[src/rtl/axil_write_ingress_if.sv]
// AXI4-Lite write-channel bundle (AW, W, B) between an AXI master and the write ingress.
interface axil_write_ingress_if #(
   parameter int unsigned ADDR_WIDTH = 32,
   parameter int unsigned DATA_WIDTH = 32
) ();

   logic                      s_awvalid;
   logic                      s_awready;
   logic [ADDR_WIDTH-1:0]     s_awaddr;
   logic                      s_wvalid;
   logic                      s_wready;
   logic [DATA_WIDTH-1:0]     s_wdata;
   logic [DATA_WIDTH/8-1:0]   s_wstrb;
   logic                      s_bvalid;
   logic                      s_bready;
   logic [1:0]                s_bresp;

   modport master (
      output s_awvalid, s_awaddr, s_wvalid, s_wdata, s_wstrb, s_bready,
      input  s_awready, s_wready, s_bvalid, s_bresp
   );

   modport slave (
      input  s_awvalid, s_awaddr, s_wvalid, s_wdata, s_wstrb, s_bready,
      output s_awready, s_wready, s_bvalid, s_bresp
   );

endinterface

[src/rtl/axil_write_ingress.sv]
// AXI4-Lite write ingress: pairs one AW and one W beat, pushes {addr, strb, data}
// into the write FIFO, then returns the B response. One write in flight at a time.
// Optional build macro AXIL_ALIGN_CHECK_EN: misaligned addresses get SLVERR and no push.
module axil_write_ingress #(
   parameter int unsigned ADDR_WIDTH = 32,
   parameter int unsigned DATA_WIDTH = 32
) (
   input  logic                                          clk,
   input  logic                                          rst,
   axil_write_ingress_if.slave                           s_axil,
   output logic                                          fifo_wr_req,
   input  logic                                          fifo_wr_valid,
   output logic [ADDR_WIDTH+DATA_WIDTH/8+DATA_WIDTH-1:0] fifo_data
);

   localparam int unsigned STRB_W      = DATA_WIDTH / 8;
   localparam logic [1:0]  RESP_OKAY   = 2'b00;
   localparam logic [1:0]  RESP_SLVERR = 2'b10;

   typedef enum logic [1:0] {
      COLLECT = 2'd0,
      PUSH    = 2'd1,
      RESP    = 2'd2
   } state_t;

   state_t                r_state;
   state_t                w_state_next;

   logic                  r_aw_held;
   logic [ADDR_WIDTH-1:0] r_aw_addr;
   logic                  r_w_held;
   logic [DATA_WIDTH-1:0] r_w_data;
   logic [STRB_W-1:0]     r_w_strb;
   logic                  r_bvalid;
   logic [1:0]            r_bresp;

   logic                  w_awready;
   logic                  w_wready;
   logic                  w_aw_fire;
   logic                  w_w_fire;
   logic                  w_misaligned;
   logic                  w_load_resp;
   logic [1:0]            w_resp_code;

   // Readys decode from state and holds; held low for the whole reset assertion.
   assign w_awready = ~rst & (r_state == COLLECT) & ~r_aw_held;
   assign w_wready  = ~rst & (r_state == COLLECT) & ~r_w_held;
   assign w_aw_fire = s_axil.s_awvalid & w_awready;
   assign w_w_fire  = s_axil.s_wvalid  & w_wready;

`ifdef AXIL_ALIGN_CHECK_EN
   localparam int unsigned ALIGN_W = $clog2(STRB_W);
   logic [ALIGN_W-1:0] w_pair_lsb;

   // Low address bits of the pair being completed, whether already held or arriving now.
   assign w_pair_lsb   = r_aw_held ? r_aw_addr[ALIGN_W-1:0] : s_axil.s_awaddr[ALIGN_W-1:0];
   assign w_misaligned = |w_pair_lsb;
`else
   assign w_misaligned = 1'b0;
`endif

   // State register.
   always_ff @(posedge clk or posedge rst) begin
      if (rst) r_state <= COLLECT;
      else     r_state <= w_state_next;
   end

   // Next-state, FIFO request and response-load decode.
   always_comb begin
      w_state_next = r_state;
      fifo_wr_req  = 1'b0;
      w_load_resp  = 1'b0;
      w_resp_code  = RESP_OKAY;
      case (r_state)
         COLLECT: begin
            if ((r_aw_held | w_aw_fire) && (r_w_held | w_w_fire)) begin
               if (w_misaligned) begin
                  w_state_next = RESP;
                  w_load_resp  = 1'b1;
                  w_resp_code  = RESP_SLVERR;
               end else begin
                  w_state_next = PUSH;
               end
            end
         end
         PUSH: begin
            fifo_wr_req = ~rst;
            if (fifo_wr_valid) begin
               w_state_next = RESP;
               w_load_resp  = 1'b1;
               w_resp_code  = RESP_OKAY;
            end
         end
         RESP: begin
            if (s_axil.s_bready) w_state_next = COLLECT;
         end
         default: w_state_next = COLLECT;
      endcase
   end

   // Holding registers: capture each beat once, release both when B completes.
   always_ff @(posedge clk or posedge rst) begin
      if (rst) begin
         r_aw_held <= 1'b0;
         r_aw_addr <= '0;
         r_w_held  <= 1'b0;
         r_w_data  <= '0;
         r_w_strb  <= '0;
      end else begin
         if (w_aw_fire) begin
            r_aw_held <= 1'b1;
            r_aw_addr <= s_axil.s_awaddr;
         end
         if (w_w_fire) begin
            r_w_held <= 1'b1;
            r_w_data <= s_axil.s_wdata;
            r_w_strb <= s_axil.s_wstrb;
         end
         if (r_state == RESP && s_axil.s_bready) begin
            r_aw_held <= 1'b0;
            r_w_held  <= 1'b0;
         end
      end
   end

   // Registered B channel: load on entry to RESP, drop on handshake.
   always_ff @(posedge clk or posedge rst) begin
      if (rst) begin
         r_bvalid <= 1'b0;
         r_bresp  <= RESP_OKAY;
      end else if (w_load_resp) begin
         r_bvalid <= 1'b1;
         r_bresp  <= w_resp_code;
      end else if (r_state == RESP && s_axil.s_bready) begin
         r_bvalid <= 1'b0;
      end
   end

   assign s_axil.s_awready = w_awready;
   assign s_axil.s_wready  = w_wready;
   assign s_axil.s_bvalid  = r_bvalid;
   assign s_axil.s_bresp   = r_bresp;
   assign fifo_data        = {r_aw_addr, r_w_strb, r_w_data};

endmodule

[src/flat_wrapper.sv]
// flat-port wrapper written by rule: the top's interface ports become plain ports
module axil_write_ingress_flat 
#(
   parameter int unsigned ADDR_WIDTH = 32,
   parameter int unsigned DATA_WIDTH = 32
)
  (clk, rst, fifo_wr_req, fifo_wr_valid, fifo_data, s_axil_s_awvalid, s_axil_s_awaddr, s_axil_s_wvalid, s_axil_s_wdata, s_axil_s_wstrb, s_axil_s_bready, s_axil_s_awready, s_axil_s_wready, s_axil_s_bvalid, s_axil_s_bresp);
  axil_write_ingress_if #(.ADDR_WIDTH(ADDR_WIDTH), .DATA_WIDTH(DATA_WIDTH)) s_axil_i ();
  input  logic clk;
  input  logic rst;
  output logic fifo_wr_req;
  input  logic fifo_wr_valid;
  output logic [ADDR_WIDTH+DATA_WIDTH/8+DATA_WIDTH-1:0] fifo_data;
  input wire logic [$bits(s_axil_i.s_awvalid)-1:0] s_axil_s_awvalid;
  input wire logic [$bits(s_axil_i.s_awaddr)-1:0] s_axil_s_awaddr;
  input wire logic [$bits(s_axil_i.s_wvalid)-1:0] s_axil_s_wvalid;
  input wire logic [$bits(s_axil_i.s_wdata)-1:0] s_axil_s_wdata;
  input wire logic [$bits(s_axil_i.s_wstrb)-1:0] s_axil_s_wstrb;
  input wire logic [$bits(s_axil_i.s_bready)-1:0] s_axil_s_bready;
  output wire logic [$bits(s_axil_i.s_awready)-1:0] s_axil_s_awready;
  output wire logic [$bits(s_axil_i.s_wready)-1:0] s_axil_s_wready;
  output wire logic [$bits(s_axil_i.s_bvalid)-1:0] s_axil_s_bvalid;
  output wire logic [$bits(s_axil_i.s_bresp)-1:0] s_axil_s_bresp;
  assign s_axil_i.s_awvalid = s_axil_s_awvalid;
  assign s_axil_i.s_awaddr = s_axil_s_awaddr;
  assign s_axil_i.s_wvalid = s_axil_s_wvalid;
  assign s_axil_i.s_wdata = s_axil_s_wdata;
  assign s_axil_i.s_wstrb = s_axil_s_wstrb;
  assign s_axil_i.s_bready = s_axil_s_bready;
  assign s_axil_s_awready = s_axil_i.s_awready;
  assign s_axil_s_wready = s_axil_i.s_wready;
  assign s_axil_s_bvalid = s_axil_i.s_bvalid;
  assign s_axil_s_bresp = s_axil_i.s_bresp;
  axil_write_ingress #(.ADDR_WIDTH(ADDR_WIDTH), .DATA_WIDTH(DATA_WIDTH)) u_core (.clk(clk), .rst(rst), .s_axil(s_axil_i), .fifo_wr_req(fifo_wr_req), .fifo_wr_valid(fifo_wr_valid), .fifo_data(fifo_data));
endmodule
[config.mk]
export PLATFORM = sky130hd
export DESIGN_NAME = axil_write_ingress_flat
export DESIGN_NICKNAME = d
export VERILOG_FILES = /design/src/rtl/axil_write_ingress_if.sv /design/src/rtl/axil_write_ingress.sv /design/src/flat_wrapper.sv
export SDC_FILE = /design/constraint.sdc
export NUM_CORES = 1
export LEC_CHECK = 0
export BUFFER_PORTS_ARGS = -buffer_cell sky130_fd_sc_hd__buf_2
export CORE_MARGIN = 3
export CORE_UTILIZATION = 44
export CTS_CLUSTER_SIZE = 30
export DETAILED_ROUTE_END_ITERATION = 8
export GPL_ROUTABILITY_DRIVEN = 0
export GPL_TIMING_DRIVEN = 0
export PLACE_DENSITY_LB_ADDON = 0.1
export RECOVER_POWER = 50
export SETUP_SLACK_MARGIN = 0.05
export SYNTH_ARGS = -nofsm -noshare
export SYNTH_HDL_FRONTEND = slang
export SYNTH_SLANG_ARGS = --single-unit
[constraint.sdc]
create_clock -name clk -period 4.7 [get_ports clk]
set_input_delay 0.94 -clock clk [delete_from_list [all_inputs] [get_ports clk]]
set_output_delay 0.94 -clock clk [all_outputs]
set_load 0.01 [all_outputs]
After elaboration in Yosys (flattened, before gate mapping)
Index checks and enable logic that the tools add are counted.

Add/subtract/negate cells: 0. Multipliers: 0. Divide/modulo/power cells: 0. $lt $le $gt $ge: 0. Eq/ne operators: 5. Shift operators: 0. Multiplexer cells: 13. Bitwise gates (word level): 10. Reductions and logical operators: 7.

Operators by type and width (number): 2-to-1 mux 1 bit (9); 2-to-1 mux 2 bit (3); != test 2 bit, second input constant (3); case mux 2 bit (3 select lines) (1); nonzero test 2 bit (3); AND 1 bit (5); inverter 1 bit (3); AND reduction 3 bit (1); equality test 2 x 1 -> 1 bit, second input constant (1); equality test 2 bit, second input constant (1); logical AND 1 bit (2); zero test 2 bit (1); bitwise OR 1 bit (2).

Bits in registers: 73. Latch bits: 0. Bits in writable memories: 0. Bits in read-only memories: 0. Input port bits: 74. Logic and storage cells: 42. Memories: 0.

Longest topological paths before layout
Gate-level depths: netlist of the first run.

Word-level depth: 8. Depth in mapped cells: 5.

Worst setup path after synthesis of the first run
OpenSTA, ideal clock, no wires.

Kind: input to register. From: input port rst. To: register u_core.r_w_held. Setup time: 0.086 ns. Arrival time: 2.832 ns. Path slack: 1.782 ns. Stages: 3. Buffers on the path: 0. Path through: inv_1 > a31oi_1 > o21ai_0.

Word-level cells in the longest chain between the ends: 5.

RTL lines: from (decl) (line flat_wrapper.sv:10) `input logic rst;`; inverter 1 bit (line axil_write_ingress.sv:47) `assign w_wready = ~rst & (r_state == COLLECT) & ~r_w_held;`; AND 1 bit (2 in a row) (line axil_write_ingress.sv:47); AND 1 bit (line axil_write_ingress.sv:49) `assign w_w_fire = s_axil.s_wvalid & w_wready;`; nonzero test 2 bit (no source line); to (signal assigned) (line axil_write_ingress.sv:106) `r_w_held <= 1'b0;`; to (signal assigned) (line axil_write_ingress.sv:115) `r_w_held <= 1'b1;`; to (signal assigned) (line axil_write_ingress.sv:121) `r_w_held <= 1'b0;`; to (decl) (line axil_write_ingress.sv:31) `logic r_w_held;`.

No other way between the ends. A chain may end at the register's enable or synchronous reset.

Final worst setup path of the first run
From: input port rst. To: output port s_axil_s_wready.

Word-level cells in the longest chain between the ends: 3.

RTL lines: inverter 1 bit (line axil_write_ingress.sv:47); AND 1 bit (2 in a row) (line axil_write_ingress.sv:47); to (decl) (line flat_wrapper.sv:21) `output wire logic [$bits(s_axil_i.s_wready)-1:0] s_axil_s_wready;`.

No other way between the ends.

==> results of run 1 <==
[routing by layer]
layer | wire length, um | track usage
met5 | 0 | 0
met4 | 200 | 0.0907
met3 | 563 | 0.0520
met2 | 3020 | 0.254
met1 | 2780 | 0.222
[worst max-delay path, stage by stage]
cell and delay (ps):
clkbuf_1 140, nor4_1 490, buf_2 230
[through the flow]
| stage | utilization | power, mW | setup WS, ps |
|---|---|---|---|
| floorplan | - | 1.81 | 1780 |
| global placement | 0.598 | 2.22 | 887 |
| detailed placement | 0.602 | 2.24 | 2160 |
| CTS | 0.627 | 2.67 | 2160 |
| global route | 0.617 | 2.77 | 1760 |
| finish | 0.617 | 2.60 | 1960 |
[power groups by stage]
stage	sequential [mW]	clock [mW]	combinational, mW
global route	1.15	0.461	1.16
floorplan	1.26	0	0.552
global placement	1.11	0	1.11
detailed placement	1.11	0	1.12
CTS	1.11	0.437	1.13
finish	1.11	0.422	1.07
[worst paths after layout]
path                       slack [ps]                               end                             from  cells after the start
hold reg to reg                   500   u_core.r_w_data[22]$_DFFE_PP0P_  u_core.r_w_data[22]$_DFFE_PP0P_                      1
setup reg to reg                 2680   u_core.r_aw_addr[8]$_DFFE_PP0P_    u_core.r_state[1]$_DFFE_PP0P_                      5
setup / recovery                 1960                   s_axil_s_wready                              rst                      3
hold / removal                    500   u_core.r_w_data[22]$_DFFE_PP0P_  u_core.r_w_data[22]$_DFFE_PP0P_                      1
min in group asynchronous         720     u_core.r_state[0]$_DFFE_PP0P_                              rst                      2
max in group asynchronous        3320  u_core.r_aw_addr[19]$_DFFE_PP0P_                              rst                      3
[cell families after synthesis]
kind of cell	synth area share
compound gates	0.0195
other cells	0.00122
mux	0.322
buf+inv	0.0321
flops	0.593
simple gates	0.0321
[cells in the final DEF (no fill, tap or decap)]
cell type,n
a2111o_1,1
a21oi_1,2
a31oi_1,2
buf_16,1
buf_2,120
buf_4,2
buf_6,6
clkbuf_1,28
clkbuf_8,10
clkinv_2,2
clkinvlp_2,1
clkinvlp_4,1
conb_1,2
dfrtp_1,73
inv_1,2
mux2_2,8
mux2_4,60
nand2_1,5
nand2_4,1
nand2b_1,1
nor2_1,3
nor2b_1,1
nor4_1,2
o21ai_0,4
o22ai_1,1
[registers in the layout, summed over array words and instances (netlist names)]
name	flops
u_core.r_w_data	32
u_core.r_w_held	1
u_core.r_state	2
u_core.r_aw_addr	32
u_core.r_aw_held	1
u_core.r_w_strb	4
u_core.s_axil.s_bvalid	1
[layout make-up]
cell class	instances	area, um^2	area share
multi-input combinational	93	1120	0.278
sequential	73	1830	0.451
tap	93	116	0.0287
clock buffer	12	145	0.0358
timing repair buffer	146	721	0.178
clock inverter	3	17.5	0.00432
buffer	9	87.6	0.0216
inverter	3	12.5	0.00309
==> out/results.ini, run 1 <==
[power_and_ir_drop]
internal-power_mw = 1.76
power_density_nw_per_um2 = 641
leakage_nw = 2.22
seq_power_share = 0.425
ir_drop_mv = 0.337
power_frac_comb = 0.412
switching_share = 0.321
power_switching_uw = 835
clockPowerShare = 0.162

[clocking]
cts_tree = yes
clock_latency_ps = 340
cts_setup_buffers = 0
ctsHoldBuffers = 0
cts_resized = 0
clockRootBuffer = clkbuf_8
clk_pin_slew_ps = 70
clkSinkCount = 73
htree_levels = 3
cts_max_path_buffers = 2
cts_buffers = 9

[route]
drtAntennaViolNets = 0
dr.pass1.iters = 4
via_per_inst = 4.62
drt-initial-drc-count = 41
post_drt_wl_per_cell_um = 15.2
remaining_drc_errors = 0
vias = 1997
wl_um = 6560

[synth]
synth_area_um2 = 3080
yosys_warnings = 0
synthArstFlopShare = 1.00
synth_top_area_cell = dfrtp_1
synth-edff-count = 0
ys_types = 20
synth_commonest_cells = dfrtp_1, mux2_4, mux2_2
synth_top_area_frac = 0.593
syn_avg_cell_area_um2 = 17.4
netlist_instances = 177
synth_seq_area_share = 0.593
synthFlopType = dfrtp_1
synthMostInstantiatedCell = dfrtp_1
netlist_top_cells_area = dfrtp_1, mux2_4, mux2_2, buf_6, nor4_4
ys_ff_latch = 73

[setup_path]
crit_fanout = 5
arrival_ps = 1800
setup.worst_path.end_class = output pin
crit_type = in2out
cp-start-kind = input port
critPathRequiredTime_ps = 3760

[global_routing]
antenna_found_initial = 0
track_usage = 0.170
grt_pass1_wl_um = 10300
grt-ovfl-total = 0
grt_max_degree = 64
grt_pass1_vias = 2054

[sta]
min_period_ps = 2740
worst_pin_slew_ps = 638
maxSlewViolCount = 0
hold_violations = 0
rsz0062_at_grt = no
whs_ps = 503
fin_crit_sh = 0.583
max_freq_mhz = 365
tns_ps = 0
slew_headroom = 0.572
setup_violations = 0
fin_skew_ps = 5.65

[placed_design]
dp_cells = 417
port_buffers = 145
dpl.hpwl_um = 4730
placed_cell_area_um2 = 3960

[cells_and_area]
final_area_um2 = 4050
finalNetCount = 409
syn2layout_area_growth_pct = 31.6
num_antenna_cells = 0
final_cells = 432
drive_above_1_share = 0.625
nFillCells = 560

[die]
row_count = 29
die_y_um = 89.7
dieArea_um2 = 8040
die_w_um = 89.7
core_area_um2 = 6570
ioPinCount = 148
start_util = 0.469

[flow_run]
cap_viol_max_count = 0

[status]
status = complete, no violations

[min_path]
hp-class = reg2reg

No activity file was read; power rests on OpenSTA's default activity.
==> run 2: changes to the inputs <==
--- a/config.mk
+++ b/config.mk
@@ -7,7 +7,7 @@
 export LEC_CHECK = 0
 export BUFFER_PORTS_ARGS = -buffer_cell sky130_fd_sc_hd__buf_2
 export CORE_MARGIN = 3
-export CORE_UTILIZATION = 44
+export CORE_UTILIZATION = 42
 export CTS_CLUSTER_SIZE = 30
 export DETAILED_ROUTE_END_ITERATION = 8
 export GPL_ROUTABILITY_DRIVEN = 0
==> constraint.sdc (replaced) <==
create_clock -name clk -period 2.5 [get_ports clk]
set_input_delay 0.5 -clock clk [delete_from_list [all_inputs] [get_ports clk]]
set_output_delay 0.5 -clock clk [all_outputs]
set_load 0.01 [all_outputs]
==> out/results.ini, run 2 (synthesis gave the netlist of run 1 again) <==
[cells_and_area]
drive_above_1_share = 0.616
syn2layout_area_growth_pct = 34.3
utilization = 0.595
num_antenna_cells = 0
mostFrequentLayoutCells = buf_2, dfrtp_1, mux2_4
reg_top3 = u_core.r_aw_addr (32), u_core.r_w_data (32), u_core.r_w_strb (4)
multi_input_area_um2 = 1160
layout_commonest_cell = buf_2
nFillCells = 598
final_cells = 437
ff_latch_area_um2 = 1830
finalNetCount = 410

[setup_path]
cp-start-kind = flip-flop
arrival_ps = 1510
critPathMaxStageDelay_ps = 380
critPathRequiredTime_ps = 2000
timing.rr.start = u_core.r_state[1]$_DFFE_PP0P_
crit_fanout = 9
critPathBufInv = 2
crit_type = reg2out
setup.worst_path.end_class = output pin
cp-startpoint = u_core.r_state[1]$_DFFE_PP0P_
crit_family = buffers and inverters
crit_path_cell_trace = clkbuf_1, nor4_4, buf_2
cpMaxStageDelayCell = nor4_4

[global_routing]
grt_pass1_wl_um = 10300
grt-ovfl-total = 0
grt_max_degree = 28
antenna_found_initial = 0
track_usage = 0.159
grt_pass1_vias = 2018

[min_path]
hp-class = in2reg
min-delay-start = fifo_wr_valid

[clocking]
cts_tree = yes
clk_pin_slew_ps = 70
clkSinkCount = 73
clockRootBuffer = clkbuf_8
cts_buffers = 9
cts_resized = 0
htree_levels = 3
cts_max_path_buffers = 2
cts_setup_buffers = 0
ctsHoldBuffers = 0
clock_latency_ps = 330

[sta]
fin_crit_sh = 0.805
maxSlewViolCount = 0
worst_pin_slew_ps = 600
min_period_ps = 2010
setup_violations = 0
slew_headroom = 0.599
max_freq_mhz = 497
rsz0062_at_grt = no
fin_skew_ps = 5.27
tns_ps = 0
hold_violations = 0

[power_and_ir_drop]
switching_share = 0.324
ir_drop_mv = 0.499
power_switching_mw = 1.63
power_frac_comb = 0.402
internal-power_mw = 3.39
power_density_nw_per_um2 = 1210
seq_power_share = 0.417
power_mw = 5.02
clockPowerShare = 0.181
leakage_nw = 2.22

[route]
remaining_drc_errors = 0
dr.pass1.iters = 4
post_drt_wl_per_cell_um = 14.9
via_per_inst = 4.52
drt-initial-drc-count = 33
wl_um = 6530
drtAntennaViolNets = 0
vias = 1976

[die]
dieArea_um2 = 8400
row_count = 30
core_area_um2 = 6940
die_y_um = 91.6
start_util = 0.443
die_w_um = 91.6
ioPinCount = 148

[placed_design]
port_buffers = 145
dp_cells = 421
dpl.hpwl_um = 4920

[flow_run]
cap_viol_max_count = 0

[status]
status = complete, no violations

## run 2: final timing paths
kind	end	slack (ps)	cells past startpoint
hold / removal	u_core.r_state[0]$_DFFE_PP0P_	360	2
setup reg to reg	u_core.r_aw_addr[22]$_DFFE_PP0P_	740	5
hold reg to reg	u_core.r_aw_addr[31]$_DFFE_PP0P_	500	1
setup / recovery	s_axil_s_wready	490	3
min in group asynchronous	u_core.r_w_data[0]$_DFFE_PP0P_	380	2
max in group asynchronous	u_core.r_aw_addr[27]$_DFFE_PP0P_	1410	4
## run 2: cell type report
cell class,count,share of cell area
Clock buffer,10,0.0309
Timing Repair Buffer,147,0.177
Buffer,9,0.0209
Multi-Input combinational cell,93,0.280
Tap cell,96,0.0291
Sequential cell,73,0.442
Inverter,3,0.00363
Clock inverter,6,0.0166
## run 2: layer usage
| layer | share of wire | track usage | wire length [um] |
|---|---|---|---|
| met5 | 0 | 0 | 0 |
| met4 | 0.013 | 0.0578 | 85 |
| met3 | 0.064 | 0.0476 | 415 |
| met2 | 0.49 | 0.248 | 3220 |
| met1 | 0.43 | 0.210 | 2810 |
## run 2: power groups by stage
| stage | sequential (mW) | clock (mW) | combinational [mW] |
|---|---|---|---|
| 6_report | 2.09 | 0.906 | 2.02 |
| 5_1_grt | 2.18 | 0.995 | 2.17 |
| 4_1_cts | 2.08 | 0.936 | 2.13 |
| 2_1_floorplan | 2.37 | 0 | 1.04 |
| 3_5_place_dp | 2.10 | 0 | 2.12 |
| 3_3_place_gp | 2.08 | 0 | 2.09 |
## run 2: per-stage QoR
step	worst slack [ps]	hold WS [ps]	cell area, um^2
finish	487	364	4130
global route	368	358	4130
CTS	546	304	4180
detailed placement	406	487	3980
global placement	-353	485	3930
floorplan	408	550	3090
